### src/rtl/argmax_seq_ctrl.sv
// ----------------------------------------------------------------------------
// argmax_seq_ctrl
//
// Sequential argmax back end for the MLP output layer. Scores arrive one per
// valid/ready transfer, in class order. One comparator tracks the running
// maximum and its class index. A one-cycle done pulse marks a final result.
//
// Ports
//   clk       rising-edge clock
//   rst       asynchronous reset, active-high
//   start     begin a new classification (single-cycle pulse)
//   in_valid  in_data carries a score
//   in_data   score of the current class
//   in_ready  a score is accepted this cycle
//   busy      classification in progress
//   done      one-cycle pulse: argmax/max_val are valid and final
//   argmax    winning class index, held until the next run's first transfer
//   max_val   winning score, held until the next run's first transfer
//
// Build option
//   SIGNED_SCORE_EN  when defined, scores are two's complement and compared
//                    signed. Otherwise the compare is unsigned.
// ----------------------------------------------------------------------------
module argmax_seq_ctrl #(
    parameter int unsigned N_CLASSES = 10,
    parameter int unsigned DATA_W    = 8,
    parameter int unsigned IDX_W     = 4
) (
    input  logic              clk,
    input  logic              rst,
    input  logic              start,
    input  logic              in_valid,
    input  logic [DATA_W-1:0] in_data,
    output logic              in_ready,
    output logic              busy,
    output logic              done,
    output logic [IDX_W-1:0]  argmax,
    output logic [DATA_W-1:0] max_val
);

    typedef enum logic [1:0] {StIdle, StCollect, StDone} state_e;

    localparam logic [IDX_W-1:0] LastIdx = IDX_W'(N_CLASSES - 1);

    state_e            state_q, state_d;
    logic [IDX_W-1:0]  cnt_q, cnt_d;
    logic [IDX_W-1:0]  argmax_q, argmax_d;
    logic [DATA_W-1:0] max_q, max_d;
    logic              gt;

    // Strict compare: on a tie the earlier (lower) index keeps the lead.
`ifdef SIGNED_SCORE_EN
    assign gt = $signed(in_data) > $signed(max_q);
`else
    assign gt = in_data > max_q;
`endif

    always_ff @(posedge clk or posedge rst) begin
        if (rst) begin
            state_q  <= StIdle;
            cnt_q    <= '0;
            argmax_q <= '0;
            max_q    <= '0;
        end else begin
            state_q  <= state_d;
            cnt_q    <= cnt_d;
            argmax_q <= argmax_d;
            max_q    <= max_d;
        end
    end

    always_comb begin
        state_d  = state_q;
        cnt_d    = cnt_q;
        argmax_d = argmax_q;
        max_d    = max_q;
        in_ready = 1'b0;
        busy     = 1'b0;
        done     = 1'b0;

        unique case (state_q)
            StIdle: begin
                if (start) begin
                    state_d = StCollect;
                    cnt_d   = '0;
                end
            end
            StCollect: begin
                in_ready = 1'b1;
                busy     = 1'b1;
                if (in_valid) begin
                    // The first score of a run always seeds the maximum.
                    if (cnt_q == '0 || gt) begin
                        max_d    = in_data;
                        argmax_d = cnt_q;
                    end
                    cnt_d = cnt_q + 1'b1;
                    if (cnt_q == LastIdx) begin
                        state_d = StDone;
                        cnt_d   = '0;
                    end
                end
            end
            StDone: begin
                done = 1'b1;
                if (start) begin
                    state_d = StCollect;
                    cnt_d   = '0;
                end else begin
                    state_d = StIdle;
                end
            end
            default: begin
                state_d = StIdle;
            end
        endcase
    end

    assign argmax  = argmax_q;
    assign max_val = max_q;

endmodule
### config.mk
export PLATFORM = sky130hd
export DESIGN_NAME = argmax_seq_ctrl
export DESIGN_NICKNAME = d
export VERILOG_FILES = /design/src/rtl/argmax_seq_ctrl.sv
export SDC_FILE = /design/constraint.sdc
export NUM_CORES = 1
export LEC_CHECK = 0
export ABC_AREA = 1
export ABC_CLOCK_PERIOD_IN_PS = 1800
export BUFFER_PORTS_ARGS = -buffer_cell sky130_fd_sc_hd__buf_2
export CORE_MARGIN = 3
export CORE_UTILIZATION = 45
export DETAILED_ROUTE_END_ITERATION = 8
export GPL_ROUTABILITY_DRIVEN = 0
export GPL_TIMING_DRIVEN = 0
export PLACE_DENSITY = 0.69
export SETUP_SLACK_MARGIN = 0.15
export SYNTH_ARGS = -nofsm -noshare
export SYNTH_HDL_FRONTEND = slang
export SYNTH_SLANG_ARGS = --single-unit
### constraint.sdc
create_clock -name clk -period 1.8 [get_ports clk]
set_input_delay 0.09 -clock clk [delete_from_list [all_inputs] [get_ports clk]]
set_output_delay 0.09 -clock clk [all_outputs]
set_load 0.005 [all_outputs]
==> flow_summary_export.csv, run 1 <==
group,metric,value,unit
global_routing,first_global_vias,850,
floorplanning,die-area,0.00298,sq mm
placed_design,pre_cts_slack,181,ps
detailed_routing,drtAntennaViolNets,0,
power_and_ir_drop,leakagePower,0.768,nW
logic_synthesis,synth_edf_count,0,
logic_synthesis,ys_seq_elements,18,
detailed_routing,dr.pass1.iters,4,
logic_synthesis,synthTopCellsByCount,"36 x nand2_1, 19 x inv_1, 18 x dfrtp_1, 16 x nand3_1, 11 x ha_1",
clock_tree,htreeDepth,1,
sta,hold_violations,0,
critical_path,cp_top_family,"simple AND/OR/NAND/NOR gates",
sta,min_period,1640,ps
critical_path,worstSetupPathType,"reg -> reg",
critical_path,end_kind,"flip-flop",
detailed_routing,drc,0,
logic_synthesis,synth_top_area_share,42.5,%
logic_synthesis,ys_warn_count,0,
logic_synthesis,netlist_instances,127,
logic_synthesis,yosys.area.top_type,"dfrtp_1",
layout,post-route-cell-area,0.00140,sq mm
sta,fmax,611,MHz
sta,hold_ws,31.2,ps
floorplanning,core_area,0.00210,sq mm
logic_synthesis,ys_types,21,
critical_path,cp_slowest_stage_delay,370,ps
global_routing,grt_pass1_wl,3460,um
clock_tree,cts_tree,"built",
floorplanning,std_cell_rows,16,
clock_tree,clock_tree.root_cell,"clkbuf_4",
sta,fin_crit_sh,90.9,%
sta,finalSetupViolations,0,
logic_synthesis,synth_most_common_cell,"nand2_1",
logic_synthesis,syn_nets,150,
clock_tree,cts.sinks,18,
critical_path,startpoint_type,"flip-flop",
logic_synthesis,synthArstFlopShare,100,%
logic_synthesis,ys.flop_type,"dfrtp_1",
sta,finClkSkew,3.65,ps
logic_synthesis,yosysSeqAreaShare,42.5,%
layout,layout.nets,187,
sta,slew_viol_final,0,
power_and_ir_drop,peakVddDrop,0.000911,V
detailed_routing,wirelength,2230,um
sta,worstMarginPinSlew,703,ps
critical_path,path_max_fanout,5,
sta,setup_tns,0,ps
critical_path,crit_path_top_delay_cell,"dfrtp_1",
outcome,outcome,"finished, final reports clean",
floorplanning,boundaryPins,27,
critical_path,required,2000,ps
hold_path,hp-class,"in -> reg",
floorplanning,start_util,50.5,%
critical_path,critPathMostFrequentCell,"nand2_1",
sta,grt_setup_unrepaired,"true",
detailed_routing,avgRoutedWirePerCell,11.7,um
layout,antenna_cells,0,
detailed_routing,drt_iter0_markers,19,
floorplanning,die_y,54.6,um
critical_path,cp_num_buf_inv,3,
logic_synthesis,synth.avg_cell_area,8.35,sq um
layout,layoutNonFillerInstCount,190,
placed_design,placed_cells,180,
global_routing,grt_max_degree,19,
critical_path,crit_chain,"inv_1, ha_4, nand2_1, inv_2, nand2_1, nand2_1, nand2_1, nand2_1, nand2_1, nand2_2, nand2_4, buf_8, nand2_1, nand2_1",
placed_design,placed_area,0.00122,sq mm
layout,drive_gt1_share,36.8,%
global_routing,grt_use_total,16.3,%
placed_design,hpwl,1600,um
global_routing,overflow,0,
power_and_ir_drop,p_per_area,1570,mW/mm^2
power_and_ir_drop,p_total,2.19,mW
detailed_routing,vias,938,
floorplanning,die_w,54.6,um
layout,areaGrowthSynthToFinish,31.5,%
sta,slew_headroom,53.1,%
clock_tree,clk_pin_slew,110,ps
clock_tree,clk_path_buf_depth,2,
detailed_routing,drt-vias-per-instance,4.94,
layout,final_util,66.4,%
placed_design,portBuffers,26,
clock_tree,cts_buffers,3,
clock_tree,clock_latency,300,ps
global_routing,grt_antenna_before_repair,0,
logic_synthesis,synthTopCellsByArea,"dfrtp_1 42%, ha_1 13%, nand2_1 13%",
logic_synthesis,synth_area,0.00106,sq mm
run,maxCapViolCount,0,
critical_path,arrival,1840,ps
sta,layout_setup_ws,163,ps
## final cells by class
type,instances,area [sq um]
Fill cell,178,707
Inverter,20,75.1
Tap cell,27,33.8
Clock buffer,4,36.3
Buffer,4,41.3
Timing Repair Buffer,32,195
Sequential cell,18,450
Multi-Input combinational cell,85,563
## cells in the final DEF, fill, tap and decap left out
cell type	synthesis	layout
nand2_1	36	25
a21o_1	1	1
o22ai_1	3	3
nand3_1	16	16
nand4_1	1	1
inv_1	19	17
nor3_1	2	2
buf_4	2	6
nor2_8	1	1
nand2_4	1	1
ha_4	0	3
o21ai_0	4	4
ha_1	11	8
nor2_2	1	1
clkbuf_16	0	1
inv_2	1	3
clkbuf_4	0	3
dlygate4sd3_1	0	1
buf_6	2	1
xnor2_1	1	1
buf_2	0	26
clkbuf_8	0	1
xor2_1	1	1
nor2_1	3	3
a21oi_1	2	2
dfrtp_1	18	18
buf_8	0	1
nand2_2	1	12
## worst min-delay path, delay by kind of cell
family                 cells  cell delay (ps)
and+or+nand+nor            2              130
buffers and inverters      1               90
## kinds of logic after synthesis
group / after synthesis / share of synthesized area, %
flip-flops: 18 / 42.5
AND/OR/NAND/NOR: 62 / 27.0
adder cells (fa/ha/maj): 11 / 13.0
XOR/XNOR: 2 / 1.65
AO/OA/AOI/OAI: 10 / 5.31
buffers and inverters: 24 / 10.6
## routing by layer
layer	wire (um)	track usage, %	vias to the layer above
li1	-	-	475
met1	1010	19.1	441
met2	1110	29.1	18
met3	80	3.27	4
met4	21	6.22	0
met5	0	0	-
## state kept, by name, summed over array words and instances (netlist names)
signal and cells:
max_val 8, cnt_q 4, state_q 2, argmax 4
## final timing paths
kind                            start  slack [ps]  depth (start not counted)         end
min in group asynchronous         rst         430                          3  max_val[5]
hold / removal             in_data[0]          30                          3  max_val[0]
hold reg to reg             argmax[3]         480                          2   argmax[3]
setup reg to reg           max_val[3]         160                         14  max_val[1]
setup / recovery           max_val[3]         160                         14  max_val[1]
max in group asynchronous         rst         920                          3    cnt_q[3]
## where the power goes
group | leakage, nW | switching, mW | internal, mW
clock network | 0.0210 | 0.133 | 0.123
logic | 0.521 | 0.640 | 0.591
registers | 0.226 | 0.131 | 0.573
total | 0.768 | 0.904 | 1.29
## what timing repair did
item,CTS,global route
endpoints found under the setup margin,0,10
setup buffers,0,4
hold buffers,1,0
endpoints found under the hold margin,18,0
resized for setup,0,17
Power figures use the tool's default switching activity.
==> run 2: changes to the inputs <==
--- a/config.mk
+++ b/config.mk
@@ -6,14 +6,14 @@
 export NUM_CORES = 1
 export LEC_CHECK = 0
 export ABC_AREA = 1
-export ABC_CLOCK_PERIOD_IN_PS = 1800
+export ABC_CLOCK_PERIOD_IN_PS = 1500
 export BUFFER_PORTS_ARGS = -buffer_cell sky130_fd_sc_hd__buf_2
 export CORE_MARGIN = 3
 export CORE_UTILIZATION = 45
 export DETAILED_ROUTE_END_ITERATION = 8
 export GPL_ROUTABILITY_DRIVEN = 0
 export GPL_TIMING_DRIVEN = 0
-export PLACE_DENSITY = 0.69
+export PLACE_DENSITY = 0.72
 export SETUP_SLACK_MARGIN = 0.15
 export SYNTH_ARGS = -nofsm -noshare
 export SYNTH_HDL_FRONTEND = slang
==> constraint.sdc (replaced) <==
create_clock -name clk -period 1.5 [get_ports clk]
set_input_delay 0.075 -clock clk [delete_from_list [all_inputs] [get_ports clk]]
set_output_delay 0.075 -clock clk [all_outputs]
set_load 0.005 [all_outputs]
==> run 2 against run 1 <==
Net effect: the flow now finishes with violations (negative setup slack); clock skew is essentially flat; non-clock buffer count grew 5; largest cell class unchanged; largest power group unchanged; maximum frequency shrank 2.3%; setup slack lost 340 ps; sequential share of layout area shrank 1.8 points; worst hold slack gained 2.0 ps; critical path depth shrank 2; sequential cell count is the same; total power grew 30%; first-iteration DRC count shrank 53%.
==> flow_summary_export.csv, run 2 (synthesized netlist as in run 1, its figures left out) <==
group,metric,value,unit
detailed_routing,drc,0,
critical_path,startpoint_type,"flip-flop",
power_and_ir_drop,p_int,1.63,mW
floorplanning,boundaryPins,27,
critical_path,cp_slowest_stage_delay,430,ps
sta,grt_setup_unrepaired,"true",
global_routing,overflow,0,
global_routing,grt_pass1_wl,4060,um
sta,min_period,1670,ps
critical_path,end_kind,"flip-flop",
layout,final_cell_mix,"26 x buf_2, 18 x nand2_1, 18 x dfrtp_1, 16 x inv_1, 16 x nand3_1",
power_and_ir_drop,seq_power_share,29.8,%
critical_path,crit_chain,"inv_2, ha_4, nand2_2, nor2_4, nand2_1, nand2_1, nand2_2, nand2_4, nand2_4, buf_6, nand2_2, nand2_1",
clock_tree,clock_latency,290,ps
layout,num-fill-cells,163,
detailed_routing,wl_met3,98,um
clock_tree,htreeDepth,1,
critical_path,crit_path_top_delay_cell,"dfrtp_1",
critical_path,worstSetupPathType,"reg -> reg",
hold_path,hold-path-endpoint,"max_val[0]",
floorplanning,start_util,50.5,%
detailed_routing,wl_met1,1030,um
critical_path,ff2ff_setup_slack,-170,ps
clock_tree,cts_tree,"built",
detailed_routing,dr.pass1.iters,4,
sta,hold_ws,33.1,ps
clock_tree,clk_path_buf_depth,2,
floorplanning,die-area,0.00298,sq mm
outcome,outcome,"complete, but fails checks",
sta,slew_viol_final,0,
layout,drive_gt1_share,44.3,%
floorplanning,die_y,54.6,um
critical_path,cp_num_buf_inv,2,
clock_tree,clock_tree.root_cell,"clkbuf_4",
layout,area.sequential,450,sq um
hold_path,hp-class,"in -> reg",
hold_path,hp-start,"in_data[0]",
power_and_ir_drop,clkPwrFrac,8.4,%
critical_path,arrival,1860,ps
clock_tree,cts_buffers,3,
clock_tree,cts.sinks,18,
sta,slew_headroom,52.7,%
clock_tree,clk_pin_slew,100,ps
power_and_ir_drop,leakagePower,0.792,nW
critical_path,path_max_fanout,5,
layout,antenna_cells,0,
critical_path,cp_top_family,"simple AND/OR/NAND/NOR gates",
power_and_ir_drop,p_per_area,1930,mW/mm^2
sta,worstMarginPinSlew,709,ps
detailed_routing,vias,988,
sta,layout_setup_ws,-175,ps
layout,layout_commonest_cell,"buf_2",
sta,hold_violations,0,
critical_path,reg2reg_to,"argmax[0]",
detailed_routing,top_layer,"met4",
sta,fmax,597,MHz
outcome,violations,"negative setup slack",
global_routing,grt_max_degree,19,
placed_design,portBuffers,26,
layout,layout.nets,192,
floorplanning,die_w,54.6,um
detailed_routing,wirelength,2510,um
detailed_routing,drtAntennaViolNets,0,
global_routing,grt_antenna_before_repair,0,
sta,setup_tns,-1890,ps
sta,fin_crit_sh,112,%
floorplanning,std_cell_rows,16,
sta,finClkSkew,3.47,ps
global_routing,first_global_vias,933,
layout,areaGrowthSynthToFinish,39.2,%
critical_path,worstReg2RegStart,"max_val[6]",
critical_path,required,1680,ps
layout,final_util,70.2,%
hold_path,hold_depth,3,
detailed_routing,drt_iter0_markers,9,
power_and_ir_drop,p_sw_share,42.8,%
detailed_routing,dr_wl_met2,1340,um
detailed_routing,drt-vias-per-instance,5.09,
global_routing,grt_use_total,19.3,%
floorplanning,core_area,0.00210,sq mm
power_and_ir_drop,power_switching,1.22,mW
layout,largest_reg_flops,8,
run,maxCapViolCount,0,
sta,finalSetupViolations,12,
critical_path,reg2regPathDepth,12,
power_and_ir_drop,peakVddDrop,0.00103,V
placed_design,hpwl,1640,um
detailed_routing,avgRoutedWirePerCell,12.9,um
power_and_ir_drop,p_comb_share,61.8,%
layout,multi_input_area,631,sq um
-- run 2: cell count changes in the layout (fill, tap and decap cells not counted), sizes merged --
cell,delta
buf,+6
clkbuf,-2
-- run 2: cell type report --
| cell class | instances | share of cell area, % |
|---|---|---|
| Tap cell | 27 | 2.29 |
| Buffer | 4 | 2.54 |
| Clock buffer | 3 | 1.53 |
| Timing Repair Buffer | 37 | 15.3 |
| Multi-Input combinational cell | 85 | 42.7 |
| Sequential cell | 18 | 30.5 |
| Inverter | 20 | 5.08 |
-- run 2: stage by stage --
| step | cells | cell area (sq um) | total power [mW] | worst slack (ps) |
|---|---|---|---|---|
| after floorplan | 127 | 1060 | 1.67 | 10.9 |
| after global placement | 180 | 1220 | 1.99 | -77.5 |
| after detailed placement | 180 | 1220 | 2.05 | -119 |
| after CTS | 193 | 1410 | 2.67 | -86.3 |
| after global routing | 194 | 1480 | 3.12 | -254 |
| final | 194 | 1480 | 2.85 | -175 |
-- run 2: power groups by stage --
stage / sequential [mW] / combinational, mW / clock, mW
floorplan: 0.840 / 0.827 / 0
global placement: 0.830 / 1.16 / 0
detailed placement: 0.839 / 1.21 / 0
CTS: 0.829 / 1.60 / 0.245
global route: 0.880 / 1.96 / 0.279
finish: 0.850 / 1.76 / 0.238
-- run 2: metal layers --
metal / track usage, % / vias up
met2: 34.1 / 21
met4: 7.47 / 0
met1: 22.9 / 475
met3: 3.54 / 6
met5: 0 / -
li1: - / 486
-- run 2: what timing repair did --
action | in CTS | in global routing
pin swaps | 4 | 8
gates cloned | 2 | 0
resized for setup | 20 | 16
setup buffers | 7 | 1
setup endpoints to repair | 13 | 14
hold buffers | 1 | 0
endpoints found under the hold margin | 18 | 0
-- run 2: worst max path at each step --
stage	cells after the start	end	from	slack, ps
2_1_floorplan	12	max_val[0]	max_val[7]	10
3_3_place_gp	12	argmax[0]	max_val[7]	-80
3_5_place_dp	11	max_val[4]	max_val[5]	-120
4_1_cts	14	argmax[0]	max_val[1]	-90
5_1_grt	12	argmax[0]	max_val[2]	-250
6_report	12	argmax[0]	max_val[6]	-170
-- run 2: worst reg2reg max path: stages (launching register included) --
cell and delay [ps]:
dfrtp_1 430, inv_2 60, ha_4 260, nand2_2 70, nor2_4 90, nand2_1 60
nand2_1 90, nand2_2 80, nand2_4 110, nand2_4 80, buf_6 150, nand2_2 50
nand2_1 50
